--- src/rtl/bf16_pkg.sv ---
// Shared BFloat16 types, constants and operand classification helpers
// for the multiply-accumulate datapath.
package bf16_pkg;

  typedef struct packed {
    logic       s;
    logic [7:0] e;
    logic [6:0] m;
  } bf16_t;

  localparam int unsigned BF16_BIAS    = 127;
  localparam logic [7:0]  BF16_EXP_MAX = 8'hFF;
  localparam logic [7:0]  BF16_INF_EXP = 8'hFF;
  localparam bf16_t       BF16_QNAN    = bf16_t'({1'b0, 8'hFF, 7'h40});

  typedef enum logic [1:0] {
    IDLE = 2'd0,
    MUL  = 2'd1,
    NORM = 2'd2,
    DONE = 2'd3
  } state_t;

  // Subnormals are flushed, so any zero exponent counts as zero.
  function automatic logic is_zero(input bf16_t x);
    return x.e == 8'h00;
  endfunction

  function automatic logic is_inf(input bf16_t x);
    return (x.e == BF16_EXP_MAX) && (x.m == 7'h00);
  endfunction

  function automatic logic is_nan(input bf16_t x);
    return (x.e == BF16_EXP_MAX) && (x.m != 7'h00);
  endfunction

endpackage

--- src/rtl/bf16_mul_seq_if.sv ---
// Operand/result handshake bundle between a producer and bf16_mul_seq.
interface bf16_mul_seq_if;

  logic       in_valid_i;
  logic       in_ready_o;
  logic       sa_i;
  logic [7:0] ea_i;
  logic [6:0] ma_i;
  logic       sb_i;
  logic [7:0] eb_i;
  logic [6:0] mb_i;
  logic       out_valid_o;
  logic       out_ready_i;
  logic       s_o;
  logic [7:0] e_o;
  logic [6:0] m_o;

  modport master (
    output in_valid_i, sa_i, ea_i, ma_i, sb_i, eb_i, mb_i, out_ready_i,
    input  in_ready_o, out_valid_o, s_o, e_o, m_o
  );

  modport slave (
    input  in_valid_i, sa_i, ea_i, ma_i, sb_i, eb_i, mb_i, out_ready_i,
    output in_ready_o, out_valid_o, s_o, e_o, m_o
  );

endinterface

--- src/rtl/bf16_round_norm.sv ---
// Normalise a [1,4) significand product, round to nearest even and clamp
// overflow to Inf / underflow to zero. Shared with bf16_add.
module bf16_round_norm
  import bf16_pkg::*;
(
  input  logic              sign,
  input  logic signed [9:0] exp,
  input  logic [15:0]       prod,
  output bf16_t             res
);

  logic [6:0]        mant;
  logic              guard;
  logic              sticky;
  logic              rnd;
  logic [7:0]        mant_r;
  logic signed [9:0] e_adj;

  always_comb begin
    mant   = '0;
    guard  = 1'b0;
    sticky = 1'b0;
    e_adj  = exp;
    res    = '0;

    if (prod[15]) begin
      mant   = prod[14:8];
      guard  = prod[7];
      sticky = |prod[6:0];
      e_adj  = exp + 10'sd1;
    end else begin
      mant   = prod[13:7];
      guard  = prod[6];
      sticky = |prod[5:0];
    end

    rnd    = guard & (sticky | mant[0]);
    mant_r = {1'b0, mant} + 8'(rnd);
    // Carry out of the mantissa leaves mant_r[6:0] at zero.
    if (mant_r[7]) e_adj = e_adj + 10'sd1;

    res.s = sign;
    if (e_adj >= 10'sd255) begin
      res.e = BF16_INF_EXP;
      res.m = 7'h00;
    end else if (e_adj <= 10'sd0) begin
      res.e = 8'h00;
      res.m = 7'h00;
    end else begin
      res.e = e_adj[7:0];
      res.m = mant_r[6:0];
    end
  end

endmodule

--- src/rtl/bf16_mul_seq.sv ---
// Iterative shift-add BFloat16 multiplier with constant latency of
// NSTEP+1 cycles from accept to result valid.
module bf16_mul_seq
  import bf16_pkg::*;
#(
  parameter int unsigned STEP_BITS = 1
) (
  input  logic          clk_i,
  input  logic          rst_i,
  bf16_mul_seq_if.slave bus
);

  localparam int unsigned NSTEP = 8 / STEP_BITS;
  localparam int unsigned CNT_W = 4;

  state_t             state_q, state_d;
  bf16_t              opa_q, opa_d;
  bf16_t              opb_q, opb_d;
  logic [15:0]        a_sh_q, a_sh_d;
  logic [7:0]         b_sh_q, b_sh_d;
  logic [15:0]        acc_q, acc_d;
  logic [CNT_W-1:0]   cnt_q, cnt_d;
  bf16_t              res_q, res_d;
  logic [15:0]        partial;
  logic signed [9:0]  e_sum;
  logic               sign;
  bf16_t              rn_res;

  assign sign  = opa_q.s ^ opb_q.s;
  assign e_sum = $signed({2'b00, opa_q.e}) + $signed({2'b00, opb_q.e})
               - $signed(10'(BF16_BIAS));

  bf16_round_norm u_round_norm (
    .sign (sign),
    .exp  (e_sum),
    .prod (acc_q),
    .res  (rn_res)
  );

  // STEP_BITS partial products of A, selected by the low multiplier bits.
  always_comb begin
    partial = '0;
    for (int j = 0; j < STEP_BITS; j++) begin
      if (b_sh_q[3'(j)]) partial = partial + (a_sh_q << j);
    end
  end

  always_ff @(posedge clk_i) begin
    if (rst_i) begin
      state_q <= IDLE;
      opa_q   <= '0;
      opb_q   <= '0;
      a_sh_q  <= '0;
      b_sh_q  <= '0;
      acc_q   <= '0;
      cnt_q   <= '0;
      res_q   <= '0;
    end else begin
      state_q <= state_d;
      opa_q   <= opa_d;
      opb_q   <= opb_d;
      a_sh_q  <= a_sh_d;
      b_sh_q  <= b_sh_d;
      acc_q   <= acc_d;
      cnt_q   <= cnt_d;
      res_q   <= res_d;
    end
  end

  always_comb begin
    state_d = state_q;
    opa_d   = opa_q;
    opb_d   = opb_q;
    a_sh_d  = a_sh_q;
    b_sh_d  = b_sh_q;
    acc_d   = acc_q;
    cnt_d   = cnt_q;
    res_d   = res_q;

    unique case (state_q)
      IDLE: begin
        if (bus.in_valid_i) begin
          opa_d   = bf16_t'({bus.sa_i, bus.ea_i, bus.ma_i});
          opb_d   = bf16_t'({bus.sb_i, bus.eb_i, bus.mb_i});
          a_sh_d  = 16'({1'b1, bus.ma_i});
          b_sh_d  = {1'b1, bus.mb_i};
          acc_d   = '0;
          cnt_d   = CNT_W'(NSTEP - 1);
          state_d = MUL;
        end
      end
      MUL: begin
        acc_d  = acc_q + partial;
        a_sh_d = a_sh_q << STEP_BITS;
        b_sh_d = b_sh_q >> STEP_BITS;
        if (cnt_q == '0) state_d = NORM;
        else             cnt_d   = cnt_q - CNT_W'(1);
      end
      NORM: begin
        // Special operands override the arithmetic path; timing is unchanged.
        if (is_nan(opa_q) || is_nan(opb_q) ||
            (is_inf(opa_q) && is_zero(opb_q)) ||
            (is_zero(opa_q) && is_inf(opb_q))) begin
          res_d = BF16_QNAN;
        end else if (is_inf(opa_q) || is_inf(opb_q)) begin
          res_d = bf16_t'({sign, BF16_INF_EXP, 7'h00});
        end else if (is_zero(opa_q) || is_zero(opb_q)) begin
          res_d = bf16_t'({sign, 8'h00, 7'h00});
        end else begin
          res_d = rn_res;
        end
        state_d = DONE;
      end
      DONE: begin
        if (bus.out_ready_i) state_d = IDLE;
      end
      default: state_d = IDLE;
    endcase
  end

  assign bus.in_ready_o  = (state_q == IDLE);
  assign bus.out_valid_o = (state_q == DONE);
  assign bus.s_o         = res_q.s;
  assign bus.e_o         = res_q.e;
  assign bus.m_o         = res_q.m;

endmodule
--- src/flat_wrapper.sv ---
// flat-port wrapper written by rule: the top's interface ports become plain ports
module bf16_mul_seq_flat import bf16_pkg::*;
#(
  parameter int unsigned STEP_BITS = 1
)
  (clk_i, rst_i, bus_in_valid_i, bus_sa_i, bus_ea_i, bus_ma_i, bus_sb_i, bus_eb_i, bus_mb_i, bus_out_ready_i, bus_in_ready_o, bus_out_valid_o, bus_s_o, bus_e_o, bus_m_o);
  bf16_mul_seq_if bus_i ();
  input  logic clk_i;
  input  logic rst_i;
  input wire logic [$bits(bus_i.in_valid_i)-1:0] bus_in_valid_i;
  input wire logic [$bits(bus_i.sa_i)-1:0] bus_sa_i;
  input wire logic [$bits(bus_i.ea_i)-1:0] bus_ea_i;
  input wire logic [$bits(bus_i.ma_i)-1:0] bus_ma_i;
  input wire logic [$bits(bus_i.sb_i)-1:0] bus_sb_i;
  input wire logic [$bits(bus_i.eb_i)-1:0] bus_eb_i;
  input wire logic [$bits(bus_i.mb_i)-1:0] bus_mb_i;
  input wire logic [$bits(bus_i.out_ready_i)-1:0] bus_out_ready_i;
  output wire logic [$bits(bus_i.in_ready_o)-1:0] bus_in_ready_o;
  output wire logic [$bits(bus_i.out_valid_o)-1:0] bus_out_valid_o;
  output wire logic [$bits(bus_i.s_o)-1:0] bus_s_o;
  output wire logic [$bits(bus_i.e_o)-1:0] bus_e_o;
  output wire logic [$bits(bus_i.m_o)-1:0] bus_m_o;
  assign bus_i.in_valid_i = bus_in_valid_i;
  assign bus_i.sa_i = bus_sa_i;
  assign bus_i.ea_i = bus_ea_i;
  assign bus_i.ma_i = bus_ma_i;
  assign bus_i.sb_i = bus_sb_i;
  assign bus_i.eb_i = bus_eb_i;
  assign bus_i.mb_i = bus_mb_i;
  assign bus_i.out_ready_i = bus_out_ready_i;
  assign bus_in_ready_o = bus_i.in_ready_o;
  assign bus_out_valid_o = bus_i.out_valid_o;
  assign bus_s_o = bus_i.s_o;
  assign bus_e_o = bus_i.e_o;
  assign bus_m_o = bus_i.m_o;
  bf16_mul_seq #(.STEP_BITS(STEP_BITS)) u_core (.clk_i(clk_i), .rst_i(rst_i), .bus(bus_i));
endmodule
--- config.mk ---
export PLATFORM = sky130hd
export DESIGN_NAME = bf16_mul_seq_flat
export DESIGN_NICKNAME = d
export VERILOG_FILES = /design/src/rtl/bf16_pkg.sv /design/src/rtl/bf16_mul_seq_if.sv /design/src/rtl/bf16_round_norm.sv /design/src/rtl/bf16_mul_seq.sv /design/src/flat_wrapper.sv
export SDC_FILE = /design/constraint.sdc
export NUM_CORES = 1
export LEC_CHECK = 0
export ABC_CLOCK_PERIOD_IN_PS = 3500
export BUFFER_PORTS_ARGS = -buffer_cell sky130_fd_sc_hd__buf_2
export CAP_MARGIN = 20
export CORE_ASPECT_RATIO = 0.7
export CORE_UTILIZATION = 25
export DETAILED_ROUTE_END_ITERATION = 6
export SLEW_MARGIN = 20
export SYNTH_ARGS = -nofsm -noshare
export SYNTH_HDL_FRONTEND = slang
export SYNTH_SLANG_ARGS = --single-unit
--- constraint.sdc ---
create_clock -name clk_i -period 3.5 [get_ports clk_i]
set_input_delay 0.525 -clock clk_i [delete_from_list [all_inputs] [get_ports clk_i]]
set_output_delay 0.525 -clock clk_i [all_outputs]
set_load 0.02 [all_outputs]
==> report_table.html <==
<table>
<tr><th>Metric</th><th>Value</th></tr>
<tr><th colspan="2">Layout</th></tr>
<tr><td>Layout Utilization</td><td>around a third</td></tr>
<tr><td>Number of nets at the end of the flow</td><td>905</td></tr>
<tr><td>Count of antenna diodes in the layout</td><td>0</td></tr>
<tr><td>Area added between synthesis and finish</td><td>27.8%</td></tr>
<tr><td>Fraction of layout cells with a size suffix above 1</td><td>about a quarter</td></tr>
<tr><td>Post-route insts no fill</td><td>approximately 1200</td></tr>
<tr><th colspan="2">STA</th></tr>
<tr><td>Number of setup violations in the final report</td><td>11</td></tr>
<tr><td>Clock tree skew after final layout</td><td>around 0.013 ns</td></tr>
<tr><td>RSZ-0062 raised after global routing</td><td>yes</td></tr>
<tr><td>Slew HR</td><td>approximately 37%</td></tr>
<tr><td>Final-report max-slew violation count</td><td>0</td></tr>
<tr><td>Part of the cycle the worst path needs</td><td>102%</td></tr>
<tr><td>Tmin final</td><td>~3.6 ns</td></tr>
<tr><td>Measured slew at the worst slew-check pin</td><td>between 0.9 and 1 ns</td></tr>
<tr><td>Highest achievable clock rate</td><td>281 MHz</td></tr>
<tr><td>Final critical-path setup slack</td><td>-0.0538 ns</td></tr>
<tr><td>Number of endpoints with negative hold slack in the final report</td><td>0</td></tr>
<tr><th colspan="2">Synth</th></tr>
<tr><td>Portion of netlist area occupied by mux cells</td><td>approximately 3.6%</td></tr>
<tr><td>Main combinational cell family by area after synthesis</td><td>simple AND/OR/NAND/NOR gates</td></tr>
<tr><td>Most common cell in the synthesized netlist</td><td>sky130_fd_sc_hd__nand2_1</td></tr>
<tr><td>Share of the synthesized area in compound gates (AO/OA/AOI/OAI)</td><td>between 20% and 30%</td></tr>
<tr><td>Per-instance average area after synthesis</td><td>approximately 8.0 um^2</td></tr>
<tr><td>Synthesized area</td><td>between 0.005 and 0.006 mm^2</td></tr>
<tr><td>Area leader, netlist</td><td>sky130_fd_sc_hd__dfxtp_1</td></tr>
<tr><td>Number of warning messages in the yosys log</td><td>0</td></tr>
<tr><td>Number of flip-flops and latches in the synthesized netlist</td><td>94</td></tr>
<tr><td>Simple-gate share of the synthesized area</td><td>25.3%</td></tr>
<tr><td>Count of cell types in the netlist</td><td>75</td></tr>
<tr><td>Proportion of register bits with asynchronous set or reset after synthesis</td><td>0%</td></tr>
<tr><td>Arithmetic-cell share of the synthesized area counting full adders, half adders and majority gates</td><td>7.42%</td></tr>
<tr><td>Gate count of the mapped netlist</td><td>~740</td></tr>
<tr><td>Cell types with the largest area share after synthesis</td><td>sky130_fd_sc_hd__dfxtp_1 32%, sky130_fd_sc_hd__ha_1 6.7%, sky130_fd_sc_hd__nand2_1 6.3%</td></tr>
<tr><td>XOR/XNOR share of the synthesized area</td><td>about 6.0%</td></tr>
<tr><td>Total nets after synthesis</td><td>slightly above 800</td></tr>
<tr><td>Most frequently used flop master after synthesis</td><td>sky130_fd_sc_hd__dfxtp_1</td></tr>
<tr><td>Share of Yosys cell area claimed by the top area cell type</td><td>31.7%</td></tr>
<tr><td>Commonest cells in the netlist</td><td>99 x sky130_fd_sc_hd__nand2_1, 94 x sky130_fd_sc_hd__dfxtp_1, 75 x sky130_fd_sc_hd__nor2_1, 55 x sky130_fd_sc_hd__a21oi_1, 32 x sky130_fd_sc_hd__ha_1</td></tr>
<tr><td>EDFF count, synth</td><td>0</td></tr>
<tr><td>Sequential area share after synthesis</td><td>about a third</td></tr>
<tr><th colspan="2">Clocking</th></tr>
<tr><td>Clk Latency, worst-skew pair</td><td>0.36 ns</td></tr>
<tr><td>Clock tree from TritonCTS</td><td>done</td></tr>
<tr><td>Largest buffer count on any clock path</td><td>2</td></tr>
<tr><td>Total number of clock tree sinks</td><td>94</td></tr>
<tr><td>Clock buffer count from CTS</td><td>9</td></tr>
<tr><td>Clock H-tree levels</td><td>3</td></tr>
<tr><td>CTS clock-pin slew for the worst setup and hold paths</td><td>~0.08 ns</td></tr>
<tr><td>Clk Tree Root Cell</td><td>sky130_fd_sc_hd__clkbuf_16</td></tr>
<tr><td>Number of hold buffers added after cts</td><td>0</td></tr>
<tr><th colspan="2">Pwr</th></tr>
<tr><td>Internal power</td><td>about 2.9 mW</td></tr>
<tr><td>Power Dens Cells</td><td>647 mW/mm^2</td></tr>
<tr><td>Worst IR drop on VDD</td><td>about 0.3 mV</td></tr>
<tr><td>Pleak</td><td>around 3.1 nW</td></tr>
<tr><td>Clock power frac</td><td>between 20 and 25%</td></tr>
<tr><td>Reg power frac</td><td>between 20% and 30%</td></tr>
<tr><td>Share of power burned in combinational logic</td><td>between 40% and 50%</td></tr>
<tr><td>Sw Pwr</td><td>~2 mW</td></tr>
<tr><td>Total design power</td><td>around 4.9 mW</td></tr>
<tr><td>Switching share of power</td><td>about two fifths</td></tr>
<tr><th colspan="2">GRT</th></tr>
<tr><td>Overall track demand over capacity in global routing</td><td>about 14%</td></tr>
<tr><td>Wire length of the first global-routing pass</td><td>26700 um</td></tr>
<tr><td>Maximum number of pins on one net before global-route repair</td><td>88</td></tr>
<tr><td>Overflow left after global routing</td><td>0</td></tr>
<tr><td>Via count of the first global-routing pass</td><td>5015</td></tr>
<tr><td>Antenna violations before repair</td><td>0</td></tr>
<tr><th colspan="2">Critical path</th></tr>
<tr><td>Kind of critical path</td><td>reg -&gt; reg</td></tr>
<tr><td>Sort of element at the end of the critical path</td><td>flip-flop</td></tr>
<tr><td>Type of origin of the critical path</td><td>flip-flop</td></tr>
<tr><td>Required time at the endpoint of the critical path</td><td>around 3.7 ns</td></tr>
<tr><td>CP max FO</td><td>7</td></tr>
<tr><td>Arrival @ worst endpoint</td><td>between 3 and 4 ns</td></tr>
<tr><td>Cell-by-cell listing of the critical path</td><td>ha_4 &gt; inv_2 &gt; fa_1 &gt; inv_2 &gt; ha_4 &gt; buf_4 &gt; or4_4 &gt; a21oi_4 &gt; buf_6 &gt; o21a_4 &gt; buf_4 &gt; a2111oi_4 &gt; or3b_2 &gt; a31oi_2 &gt; buf_6 &gt; o32ai_4</td></tr>
<tr><td>Number of buffer and inverter instances along the worst setup path</td><td>6</td></tr>
<tr><td>Critical Path Slowest Stage Cell</td><td>sky130_fd_sc_hd__fa_1</td></tr>
<tr><td>Largest stage delay, worst path</td><td>0.50 ns</td></tr>
<tr><td>Kind of cell with the highest combined delay on the critical path</td><td>simple AND/OR/NAND/NOR gates</td></tr>
<tr><th colspan="2">Drt</th></tr>
<tr><td>Total Wirelength</td><td>16400 um</td></tr>
<tr><td>DR pass1 iterations</td><td>7</td></tr>
<tr><td>Detailed-route vias per instance</td><td>around 4.8</td></tr>
<tr><td>Via total after detailed routing</td><td>roughly 5500</td></tr>
<tr><td>Routed len/inst</td><td>around 14 um</td></tr>
<tr><td>Detailed-routing wirelength on met1</td><td>between 9000 and 10000 um</td></tr>
<tr><td>Top layer in use</td><td>met4</td></tr>
<tr><td>1st-iter DRT viols</td><td>about 350</td></tr>
<tr><td>Length of routed met3 wiring</td><td>~920 um</td></tr>
<tr><td>Remaining antenna violation count</td><td>0</td></tr>
<tr><td>Met2 wirelength from detailed routing</td><td>around 6100 um</td></tr>
<tr><td>DR DRC count</td><td>0</td></tr>
<tr><th colspan="2">Place</th></tr>
<tr><td>RePlAce Congestion</td><td>between 0.8 and 0.9</td></tr>
<tr><td>Number of I/O port buffers</td><td>53</td></tr>
<tr><td>Count of placed standard cells including taps</td><td>between 1000 and 1500</td></tr>
<tr><td>Detailed placement HPWL</td><td>12200 um</td></tr>
<tr><th colspan="2">Floorplan</th></tr>
<tr><td>Num ports</td><td>54</td></tr>
<tr><td>Die Y</td><td>between 100 and 150 um</td></tr>
<tr><td>Core Footprint</td><td>about 0.023 mm^2</td></tr>
<tr><td>Die X</td><td>between 150 and 200 um</td></tr>
<tr><td>Row count</td><td>46</td></tr>
<tr><td>Total Die Area</td><td>0.0244 mm^2</td></tr>
<tr><td>Effective utilization at floorplan</td><td>roughly a quarter</td></tr>
<tr><th colspan="2">Run status</th></tr>
<tr><td>Run status</td><td>finished, violations left</td></tr>
<tr><td>Violated checks</td><td>setup timing</td></tr>
<tr><th colspan="2">Flow run</th></tr>
<tr><td>Max-cap viol count</td><td>0</td></tr>
<tr><th colspan="2">Hold path</th></tr>
<tr><td>Min-delay worst type</td><td>in -&gt; reg</td></tr>
</table>
-- layout make-up --
| type | count | area [um^2] |
|---|---|---|
| clock buffer | 9 | 225 |
| clock inverter | 7 | 92.6 |
| fill | 2404 | 15400 |
| inverter | 23 | 86.3 |
| multi-input combinational | 586 | 4100 |
| sequential | 94 | 1880 |
| tap | 312 | 390 |
| timing repair buffer | 121 | 803 |
-- through the flow --
stage	hold slack [ns]	setup TNS [ns]	setup slack [ns]	cell area, um^2
2_1_floorplan	0.431	-0.782	-0.0978	6010
3_3_place_gp	0.441	-1.04	-0.121	6980
3_5_place_dp	0.445	-2.05	-0.199	6980
4_1_cts	0.383	-0.397	-0.0692	7520
5_1_grt	0.395	-2.31	-0.210	7580
6_report	0.390	-0.288	-0.0538	7580
-- layout by cell type (no fill, tap or decap), drive strengths merged, types with 4 or more instances in the layout --
cell type  count
a211oi        22
a21boi         4
a21o           6
a21oi         56
a22oi         23
a31oi          4
and2          21
and3           5
buf          121
clkbuf         9
dfxtp         94
ha            32
inv           26
mux2i         18
nand2        100
nand2b         4
nand3         16
nand4         10
nor2          75
nor2b          9
nor3          26
nor3b          5
nor4           5
o211ai         5
o21a           4
o21ai         25
o31ai         16
or3            4
or4            9
xnor2         19
xor2          13
-- registers in the layout (all words and copies together) (netlist names) --
signal,count
u_core.bus.m_o,7
u_core.cnt_q,4
u_core.a_sh_q,16
u_core.state_q,2
u_core.b_sh_q,8
u_core.opb_q,16
u_core.bus.s_o,1
u_core.opa_q,16
u_core.acc_q,16
u_core.bus.e_o,8
-- power groups by stage --
stage | registers [mW] | clock network [mW] | logic [mW]
2_1_floorplan | 1.49 | 0 | 1.43
3_3_place_gp | 1.47 | 0 | 2.21
3_5_place_dp | 1.48 | 0 | 2.22
4_1_cts | 1.46 | 1.09 | 2.36
5_1_grt | 1.49 | 1.13 | 2.67
6_report | 1.46 | 1.06 | 2.39
-- cells by family (layout without fill, tap and decap cells) --
kind of cell,after synthesis,in the layout
AOI/OAI and AO/OA,193,193
xor gates and xnor gates,34,34
adders and majority gates,34,34
buffers and inverters,58,160
DFF,94,94
muxes,21,21
and+or+nand+nor,304,304
-- worst paths after layout --
path	startpoint	end	slack, ns	cells after the start
min	bus_ea_i[6]	u_core.opa_q[13]	0.39	3
min reg2reg	u_core.opb_q[0]	u_core.opb_q[0]	0.45	2
max	u_core.opb_q[7]	u_core.bus.m_o[6]	-0.05	16
max reg2reg	u_core.opb_q[7]	u_core.bus.m_o[6]	-0.05	16
-- routing by layer --
layer  vias up  global-route usage (%)
met5         -                       0
met4         0                    2.60
met3        11                    3.80
met2       110                    18.2
met1      2525                    22.5
li1       2865                       -
-- what timing repair did --
action                     in CTS  in global routing
gates resized for setup        31                 11
setup endpoints to repair      15                 15
pin swaps                      33                 10
setup buffers                   8                  2
-- worst reg2reg max path, cell delays in order (launching register included) --
cell	delay (ns)
sky130_fd_sc_hd__dfxtp_2	0.36
sky130_fd_sc_hd__ha_4	0.14
sky130_fd_sc_hd__inv_2	0.03
sky130_fd_sc_hd__fa_1	0.50
sky130_fd_sc_hd__inv_2	0.07
sky130_fd_sc_hd__ha_4	0.16
sky130_fd_sc_hd__buf_4	0.13
sky130_fd_sc_hd__or4_4	0.43
sky130_fd_sc_hd__a21oi_4	0.17
sky130_fd_sc_hd__buf_6	0.12
sky130_fd_sc_hd__o21a_4	0.16
sky130_fd_sc_hd__buf_4	0.12
sky130_fd_sc_hd__a2111oi_4	0.06
sky130_fd_sc_hd__or3b_2	0.49
sky130_fd_sc_hd__a31oi_2	0.22
sky130_fd_sc_hd__buf_6	0.18
sky130_fd_sc_hd__o32ai_4	0.08
Note: power is estimated with default switching activity, not from simulation.
